**config.mk**
```make
export PLATFORM = sky130hd
export DESIGN_NAME = ov7670_config_seq
export DESIGN_NICKNAME = d
export VERILOG_FILES = /design/src/rtl/ov7670_config_seq.sv
export SDC_FILE = /design/constraint.sdc
export NUM_CORES = 1
export LEC_CHECK = 0
export CAP_MARGIN = 5
export CORE_ASPECT_RATIO = 1.75
export CORE_MARGIN = 3
export CORE_UTILIZATION = 52
export CTS_CLUSTER_DIAMETER = 150
export DETAILED_ROUTE_END_ITERATION = 10
export GPL_ROUTABILITY_DRIVEN = 0
export GPL_TIMING_DRIVEN = 0
export MAX_ROUTING_LAYER = met4
export PLACE_DENSITY = 0.8
export SLEW_MARGIN = 20
export SYNTH_ARGS = -nofsm -noshare
export SYNTH_HDL_FRONTEND = slang
export SYNTH_SLANG_ARGS = --single-unit
```
**constraint.sdc**
```tcl
create_clock -name clk -period 3.1 [get_ports clk]
set_clock_uncertainty 0.15 [all_clocks]
set_input_delay 0.62 -clock clk [delete_from_list [all_inputs] [get_ports clk]]
set_output_delay 0.62 -clock clk [all_outputs]
set_load 0.01 [all_outputs]
```
**src/rtl/ov7670_config_seq.sv**
```systemverilog
// OV7670 init sequencer: walks the register ROM and issues SCCB writes.
// FF_F0 words insert a timed pause, FF_FF ends the table.
module ov7670_config_seq #(
    parameter int CLK_FREQ_HZ = 25000000,
    parameter int DELAY_MS    = 10,
    parameter int MAX_RETRY   = 3
) (
    input  logic        clk,
    input  logic        rst_n,
    input  logic        start,
    output logic [7:0]  rom_addr,
    input  logic [15:0] rom_data,
    output logic        sccb_req,
    output logic [7:0]  sccb_reg,
    output logic [7:0]  sccb_val,
    input  logic        sccb_ready,
    input  logic        sccb_done,
    input  logic        sccb_nack,
    output logic        busy,
    output logic        done,
    output logic        error
);
    localparam int DELAY_CYCLES = CLK_FREQ_HZ / 1000 * DELAY_MS;
    localparam int CW = $clog2(DELAY_CYCLES + 1);
    localparam int RW = $clog2(MAX_RETRY) + 1;
    localparam logic [CW-1:0] DLY_LOAD = CW'(DELAY_CYCLES - 1);
    localparam logic [RW-1:0] RETRY_LAST = RW'(MAX_RETRY - 1);
    localparam logic [15:0] W_END = 16'hFFFF;
    localparam logic [15:0] W_DLY = 16'hFFF0;

    typedef enum logic [2:0] {
        IDLE,
        FETCH,
        DECODE,
        SEND,
        WAIT_ACK,
        DELAY,
        FIN
    } state_t;

    state_t         r_state;
    state_t         w_next;
    logic [7:0]     r_addr;
    logic           r_fetch;
    logic [7:0]     r_reg;
    logic [7:0]     r_val;
    logic [RW-1:0]  r_retry;
    logic [CW-1:0]  r_dly;
    logic           r_busy;
    logic           r_done;
    logic           r_error;
    logic           w_last;
    logic           w_retry_ok;
    logic           w_dly_end;

    assign w_last     = (r_addr == 8'hFF);
    assign w_retry_ok = (r_retry < RETRY_LAST);
    assign w_dly_end  = (r_dly == '0);

    always_ff @(posedge clk or negedge rst_n) begin
        if (!rst_n) begin
            r_state <= IDLE;
        end else begin
            r_state <= w_next;
        end
    end

    always_comb begin
        w_next   = r_state;
        sccb_req = 1'b0;
        unique case (r_state)
            IDLE: begin
                if (start) w_next = FETCH;
            end
            FETCH: begin
                if (r_fetch) w_next = DECODE;
            end
            DECODE: begin
                if (rom_data == W_END)      w_next = FIN;
                else if (rom_data == W_DLY) w_next = DELAY;
                else                        w_next = SEND;
            end
            SEND: begin
                sccb_req = 1'b1;
                if (sccb_ready) w_next = WAIT_ACK;
            end
            WAIT_ACK: begin
                if (sccb_done) begin
                    if (!sccb_nack)      w_next = w_last ? FIN : FETCH;
                    else if (w_retry_ok) w_next = SEND;
                    else                 w_next = FIN;
                end
            end
            DELAY: begin
                if (w_dly_end) w_next = w_last ? FIN : FETCH;
            end
            FIN: begin
                w_next = IDLE;
            end
            default: begin
                w_next = IDLE;
            end
        endcase
    end

    always_ff @(posedge clk or negedge rst_n) begin
        if (!rst_n) begin
            r_addr  <= 8'd0;
            r_fetch <= 1'b0;
            r_reg   <= 8'd0;
            r_val   <= 8'd0;
            r_retry <= '0;
            r_dly   <= '0;
            r_busy  <= 1'b0;
            r_done  <= 1'b0;
            r_error <= 1'b0;
        end else begin
            unique case (r_state)
                IDLE: begin
                    if (start) begin
                        r_addr  <= 8'd0;
                        r_fetch <= 1'b0;
                        r_retry <= '0;
                        r_busy  <= 1'b1;
                        r_done  <= 1'b0;
                        r_error <= 1'b0;
                    end
                end
                // two-cycle toggle: address reaches ROM, then ROM output register
                FETCH: begin
                    r_fetch <= ~r_fetch;
                end
                DECODE: begin
                    if (rom_data == W_DLY) begin
                        r_dly <= DLY_LOAD;
                    end else if (rom_data != W_END) begin
                        r_reg <= rom_data[15:8];
                        r_val <= rom_data[7:0];
                    end
                end
                WAIT_ACK: begin
                    if (sccb_done) begin
                        if (!sccb_nack) begin
                            r_retry <= '0;
                            if (!w_last) r_addr <= r_addr + 8'd1;
                        end else if (w_retry_ok) begin
                            r_retry <= r_retry + 1'b1;
                        end else begin
                            r_error <= 1'b1;
                        end
                    end
                end
                DELAY: begin
                    if (w_dly_end) begin
                        if (!w_last) r_addr <= r_addr + 8'd1;
                    end else begin
                        r_dly <= r_dly - 1'b1;
                    end
                end
                FIN: begin
                    r_busy <= 1'b0;
                    r_done <= 1'b1;
                end
                default: begin
                end
            endcase
        end
    end

    assign rom_addr = r_addr;
    assign sccb_reg = r_reg;
    assign sccb_val = r_val;
    assign busy     = r_busy;
    assign done     = r_done;
    assign error    = r_error;
endmodule

```
==> metrics.txt, run 1 <==
launch point of the worst reg-to-reg path=r_dly[0]; top post-synthesis cells by area=dfrtp_1 49%, mux2_2 7.6%, a31oi_1 3.5%; DRC Markers=0; fillers=391; largest net degree at the start of global routing=53; sequential area share after synthesis=0.4873; Post-Route WL=5869 um; design area=3317 um2; Cells after DPL=368; clock share of power=0.169; mux contribution to synthesized area=0.09841; EDFF count, synth=0; main combinational cell family by area after synthesis=simple AND/OR/NAND/NOR gates; status=complete, no violations; Period minus WS final=2.773 ns; sw frac=0.3518; final core utilization=0.6866; first-pass GRT wire length=10280 um; dpl cell area=3223 um2; Reg power frac=0.406; Syn. warnings=0; top-area cell type share of the netlist area=0.4873; crit path to=sccb_req; Worst VDD drop=0.0005309 V; vias in the first global route=2292; final std cells w/o fill=376; Synthesized Nets=292; post-route ant nets=0; leading area contributor after synthesis=dfrtp_1; Post-Synthesis Cells=267; R2R cell count=9; worst path arrival time=2.00 ns; max reg flops=18; setup violators final=0; Max Fclk=360.6 MHz; core footprint=4831 um2; Internal Power=1.580 mW; Max Slew Vio Count=0; critical path cell sequence=buf_2 -> buf_1 -> nand3_1 -> inv_1 -> clkdlybuf4s50_1; DR vias/cell=6.106; Post-CTS Setup Repair Bufs=0; total power=2.438 mW; share of layout cells above drive strength 1=0.1173; Diodes inserted=0; Longest Clk Path Bufs=2; antenna violations before repair=0; power density cells=734.9 nW/um2; die width=60.17 um; Num CTS Buffers=5; Synth Area in Adders=0.01406; HPWL Detailed=4248 um; Hold Vio Cnt, Final=0; RSZ-0062 raised after global routing=false; Comb power frac=0.425; mapped cell area=2670 um2; post-synthesis compound-gate area fraction=0.1443; critical path class=reg -> out; DR vias=2296; XOR/XNOR Fraction of Synth Area=0.01640; worst-path fanout max=10; startpoint types=flop; r2r endpoint=rom_addr[2]; CP max stage delay=0.54 ns; Post-CTS Resized=0; Starting Density=0.5527; # nets final=348; simple-gate portion of the synthesized area=0.1992; crit end category=output port; Slew @ Worst Pin=1.100 ns; Post-CTS Hold Fix Bufs=0; Most flops, register=r_dly; Clock transition at path regs=0.10 ns; Clock Latency Late Sink=0.32 ns; Pleak=1.253 nW; final cycle utilization of the critical path=0.8945; synth unique cells=44; WHS=0.1582 ns; Synth Area per Inst=10.00 um2; DR WL/cell=15.61 um; Slew headroom=0.2596; drt first pass iters=4; H-tree levels=2; Root Driver=clkbuf_8; chip height=100.8 um; Seq cells post-synth=52; total track usage=0.2248; Required @ worst endpoint=2.33 ns; CTS sink cnt=52; # IOs=50; total congestion overflow=0; Top FF cell, synth=dfrtp_1; starting DRC count in detailed routing=121; CTS tree=yes; crit path max-delay cell type=clkdlybuf4s50_1; max cap viols=0; FP Rows=33; FFs w/ async S/R, synth=1.000; r2r setup slk=0.41 ns; port buffer count=49; Synth-to-Final Area Change=24.23%; HP Class=in -> async; sw power=857.6 uW; Die ar.=6064 um2; CP Launch Point=r_state[1]
[through the flow]
step	setup TNS, ns	setup slack [ns]
2_1_floorplan	0	0.7254
3_3_place_gp	-16.76	-0.3200
3_5_place_dp	-0.4174	-0.04744
4_1_cts	0	0.3029
5_1_grt	0	0.1808
6_report	0	0.3272
[placed cells by master (no fill, tap or decap), types with 2 or more instances in the layout]
cell	netlist	routed
nand4_1	4	4
nand3b_1	2	2
or3_1	6	6
xor2_1	5	5
o21ai_0	13	13
clkdlybuf4s50_1	0	48
o21a_1	2	2
a22o_1	2	2
o211ai_1	2	2
nor3_1	10	10
a31oi_1	15	15
buf_2	5	5
dfrtp_1	52	52
mux2i_1	6	6
nand2_1	21	21
o31ai_1	6	6
inv_1	13	13
a21oi_1	13	13
and3_1	4	4
mux2_2	18	18
nor4_1	8	8
nor2b_1	2	2
clkbuf_8	0	6
or4_1	4	4
nand2b_1	4	4
or2_2	2	2
clkbuf_1	5	6
nor2_1	13	13
nand3_1	11	11
ha_1	3	3
[power groups by stage]
stage	clock [mW]	sequential (mW)	combinational (mW)
6_report	0.411	0.990	1.04
2_1_floorplan	0	1.03	0.566
3_5_place_dp	0	1.00	1.04
3_3_place_gp	0	0.991	1.02
4_1_cts	0.416	0.991	1.04
5_1_grt	0.438	1.01	1.14
[synthesized netlist by cell type, types with 2 or more instances]
cell type	count
nor4_1	8
or2_2	2
mux2_2	18
o211ai_1	2
ha_1	3
a31oi_1	15
xor2_1	5
nor2_1	13
buf_2	5
nand4_1	4
o21ai_0	13
mux2i_1	6
and3_1	4
o21a_1	2
nand3b_1	2
nor2b_1	2
or4_1	4
nand2b_1	4
nor3_1	10
clkbuf_1	5
inv_1	13
o31ai_1	6
a21oi_1	13
nand2_1	21
nand3_1	11
dfrtp_1	52
a22o_1	2
or3_1	6
[layout make-up]
type / instances / area, um2 / share of cell area
timing repair buffer: 49 / 488.0 / 0.1471
inverter: 13 / 48.80 / 0.01471
clock inverter: 1 / 7.507 / 0.002263
tap: 52 / 65.06 / 0.01962
buffer: 12 / 58.81 / 0.01773
clock buffer: 7 / 86.33 / 0.02603
multi-input combinational: 190 / 1261 / 0.3802
sequential: 52 / 1301 / 0.3923
[layer usage]
layer / global-route usage / share of wire
met5: - / 0
met1: 0.2666 / 0.40
met2: 0.3683 / 0.52
met4: 0.08703 / 0.021
met3: 0.04359 / 0.051
[critical path: cells and delay by family (launching register included)]
kind | cells | cell delay, ns
buf+inv | 4 | 1.20
flops | 1 | 0.32
simple gates | 1 | 0.17
[kinds of logic after synthesis]
kind of cell             count (synthesis)
adder cells (fa/ha/maj)                  3
buffers and inverters                   25
flip-flops                              52
XOR/XNOR                                 5
AND/OR/NAND/NOR                         97
AO/OA/AOI/OAI                           61
multiplexers                            24
[how the worst min path moves through the flow]
stage	startpoint	endpoint	slack, ns	depth (start not counted)
3_3_place_gp	r_fetch	r_fetch	0.32	2
3_5_place_dp	r_dly[13]	r_dly[13]	0.33	1
2_1_floorplan	rst_n	busy	0.17	0
4_1_cts	rst_n	r_dly[13]	0.20	1
5_1_grt	rst_n	sccb_val[5]	0.22	1
6_report	rst_n	r_dly[11]	0.16	1
(Power assumes the default switching activity.)
==> run 2: changes to the inputs <==
--- a/config.mk
+++ b/config.mk
@@ -8,13 +8,13 @@
 export CAP_MARGIN = 5
 export CORE_ASPECT_RATIO = 1.75
 export CORE_MARGIN = 3
-export CORE_UTILIZATION = 52
+export CORE_UTILIZATION = 45
 export CTS_CLUSTER_DIAMETER = 150
 export DETAILED_ROUTE_END_ITERATION = 10
 export GPL_ROUTABILITY_DRIVEN = 0
 export GPL_TIMING_DRIVEN = 0
 export MAX_ROUTING_LAYER = met4
-export PLACE_DENSITY = 0.8
+export PLACE_DENSITY = 0.7
 export SLEW_MARGIN = 20
 export SYNTH_ARGS = -nofsm -noshare
 export SYNTH_HDL_FRONTEND = slang
==> run 2 against run 1 <==
  * Combinational power about the same
  * Count of clock-buffer cells in the layout up 1
  * Total power down 0.22%
  * Register-to-register slack better by 0.05 ns
  * Die area up 14%
  * Maximum frequency down 1.9%
  * Sequential share of layout area down 0.38 points
  * Critical path depth up 1
  * Utilization down 9.6 points
  * Clock power down 4%
  * Cell count up 6.4%
  * Sequential power about the same
==> metrics.txt, run 2 (synthesized netlist as in run 1, its figures left out) <==
RSZ-0062 raised after global routing=false (unchanged); Required @ worst endpoint=3.14 ns (was 2.33 ns); first-pass GRT wire length=10510 um (was 10280 um); HP Class=in -> async (unchanged); r2r endpoint=rom_addr[2] (unchanged); Slew headroom=0.3263 (was 0.2596); critical path class=in -> reg (was reg -> out); Clock Latency Late Sink=0.30 ns (was 0.32 ns); max reg flops=18 (unchanged); critical path cell sequence=clkdlybuf4s50_1 -> and4_1 -> or2_2 -> a21boi_1 -> buf_2 -> mux2_2 (was buf_2 -> buf_1 -> nand3_1 -> inv_1 -> clkdlybuf4s50_1); CTS tree=yes (unchanged); final core utilization=0.5902 (was 0.6866); die width=64.23 um (was 60.17 um); startpoint types=input port (was flop); setup violators final=0 (unchanged); commonest non-fill, non-tap cell in the layout=dfrtp_1 (unchanged); register area=1301 um2 (unchanged); buffers and inverters on the worst path=2 (was 4); fillers=558 (was 391); crit path max-delay cell type=a21boi_1 (was clkdlybuf4s50_1); Post-Route WL=6149 um (was 5869 um); final cycle utilization of the critical path=0.9122 (was 0.8945); FP Rows=36 (was 33); CTS sink cnt=52 (unchanged); H-tree levels=2 (unchanged); antenna violations before repair=0 (unchanged); Num CTS Buffers=5 (unchanged); Starting Density=0.4705 (was 0.5527); total congestion overflow=0 (unchanged); post-route ant nets=0 (unchanged); launch point of the worst reg-to-reg path=r_dly[0] (unchanged); CP Launch Point=rom_data[3] (was r_state[1]); DR WL/cell=15.37 um (was 15.61 um); Worst VDD drop=0.0006009 V (was 0.0005309 V); power density cells=726.1 nW/um2 (was 734.9 nW/um2); r2r setup slk=0.46 ns (was 0.41 ns); total track usage=0.1943 (was 0.2248); port buffer count=49 (unchanged); drt first pass iters=4 (unchanged); total power=2.432 mW (was 2.438 mW); Post-CTS Resized=0 (unchanged); Max Slew Vio Count=0 (unchanged); Most flops, register=r_dly (unchanged); vias in the first global route=2372 (was 2292); Post-CTS Hold Fix Bufs=0 (unchanged); core footprint=5675 um2 (was 4831 um2); # IOs=50 (unchanged); starting DRC count in detailed routing=69 (was 121); Top delay family on crit path=buffers and inverters (unchanged); Max Fclk=353.6 MHz (was 360.6 MHz); share of layout cells above drive strength 1=0.1173 (unchanged); Post-CTS Setup Repair Bufs=0 (unchanged); DRC Markers=0 (unchanged); area of the multi-input gates=1267 um2 (was 1261 um2); largest net degree at the start of global routing=53 (unchanged); Longest Clk Path Bufs=2 (unchanged); Pleak=1.255 nW (was 1.253 nW); max cap viols=0 (unchanged); Slew @ Worst Pin=1.003 ns (was 1.100 ns); # nets final=348 (unchanged); worst-path fanout max=10 (unchanged); WHS=0.1862 ns (was 0.1582 ns); DR vias/cell=5.698 (was 6.106); Clock transition at path regs=0.09 ns (was 0.10 ns); DR vias=2279 (was 2296); Period minus WS final=2.828 ns (was 2.773 ns); Diodes inserted=0 (unchanged); crit end category=flop (was output port); Worst path depth=6 (was 5); Die ar.=6930 um2 (was 6064 um2); crit path to=sccb_val[4] (was sccb_req); status=complete, no violations (unchanged); R2R cell count=9 (unchanged); HPWL Detailed=4650 um (was 4248 um); most frequent cells in the layout=52 x dfrtp_1, 48 x clkdlybuf4s50_1, 21 x nand2_1, 18 x mux2_2, 15 x a31oi_1 (unchanged); Root Driver=clkbuf_8 (unchanged); worst path arrival time=2.87 ns (was 2.00 ns); Hold Vio Cnt, Final=0 (unchanged); chip height=107.9 um (was 100.8 um); CP max stage delay=0.55 ns (was 0.54 ns); setup TNS=0 ns (unchanged); Synth-to-Final Area Change=25.45% (was 24.23%)
[run 2: cell count changes in the layout (fill, tap and decap cells not counted), sizes merged]
cell,before,now
clkbuf,12,13
clkinvlp,1,0
[run 2: worst register-to-register path, cell delays in order, from the launching register on]
cell and delay, ns:
dfrtp_1 0.42, inv_1 0.07, ha_1 0.16, nand2b_1 0.05, clkbuf_1 0.20, or3_1 0.43, o21ai_0 0.47, buf_2 0.32
a31oi_1 0.12, a31oi_1 0.17
[run 2: metrics by stage]
stage                     std cells  worst slack, ns  area [um2]
after floorplan                 267           0.7254        2670
after CTS                       400           0.2683        3343
after global routing            400           0.1526        3349
final                           400           0.2723        3349
after detailed placement        392         -0.06584        3253
after global placement          392          -0.3456        3256
[run 2: worst min path at each step]
stage	start	endpoint	cells after the start
detailed placement	r_fetch	r_fetch	2
floorplan	rst_n	busy	0
global placement	r_dly[13]	r_dly[13]	1
CTS	rst_n	rom_addr[7]	1
global route	rst_n	rom_addr[5]	1
finish	rst_n	rom_addr[7]	1
[run 2: layout make-up]
type,instances,area share
flip-flops and latches,52,0.3885
multi-input cells,190,0.3784
repair buffers,49,0.1457
well taps,76,0.02839
clock buffers,8,0.02690
plain buffers,12,0.01756
inverters,13,0.01457
[run 2: power by group]
part / switching, mW / internal (mW) / total [mW]
Clock: 0.212 / 0.183 / 0.394
Combinational: 0.511 / 0.538 / 1.05
Sequential: 0.127 / 0.862 / 0.989
[run 2: per-layer routing]
metal	routed length, um	up-vias	global-route usage
met3	195	9	0.03971
met5	0	-	-
li1	-	1102	-
met1	2360	1119	0.1930
met4	113	0	0.06051
met2	3479	49	0.3708
==> run 3: changes to the inputs <==
--- a/config.mk
+++ b/config.mk
@@ -11,7 +11,6 @@
 export CORE_UTILIZATION = 45
 export CTS_CLUSTER_DIAMETER = 150
 export DETAILED_ROUTE_END_ITERATION = 10
-export GPL_ROUTABILITY_DRIVEN = 0
 export GPL_TIMING_DRIVEN = 0
 export MAX_ROUTING_LAYER = met4
 export PLACE_DENSITY = 0.7
==> results of run 3 <==
No change in the layout: final DEF, timing and power equal those of run 2.
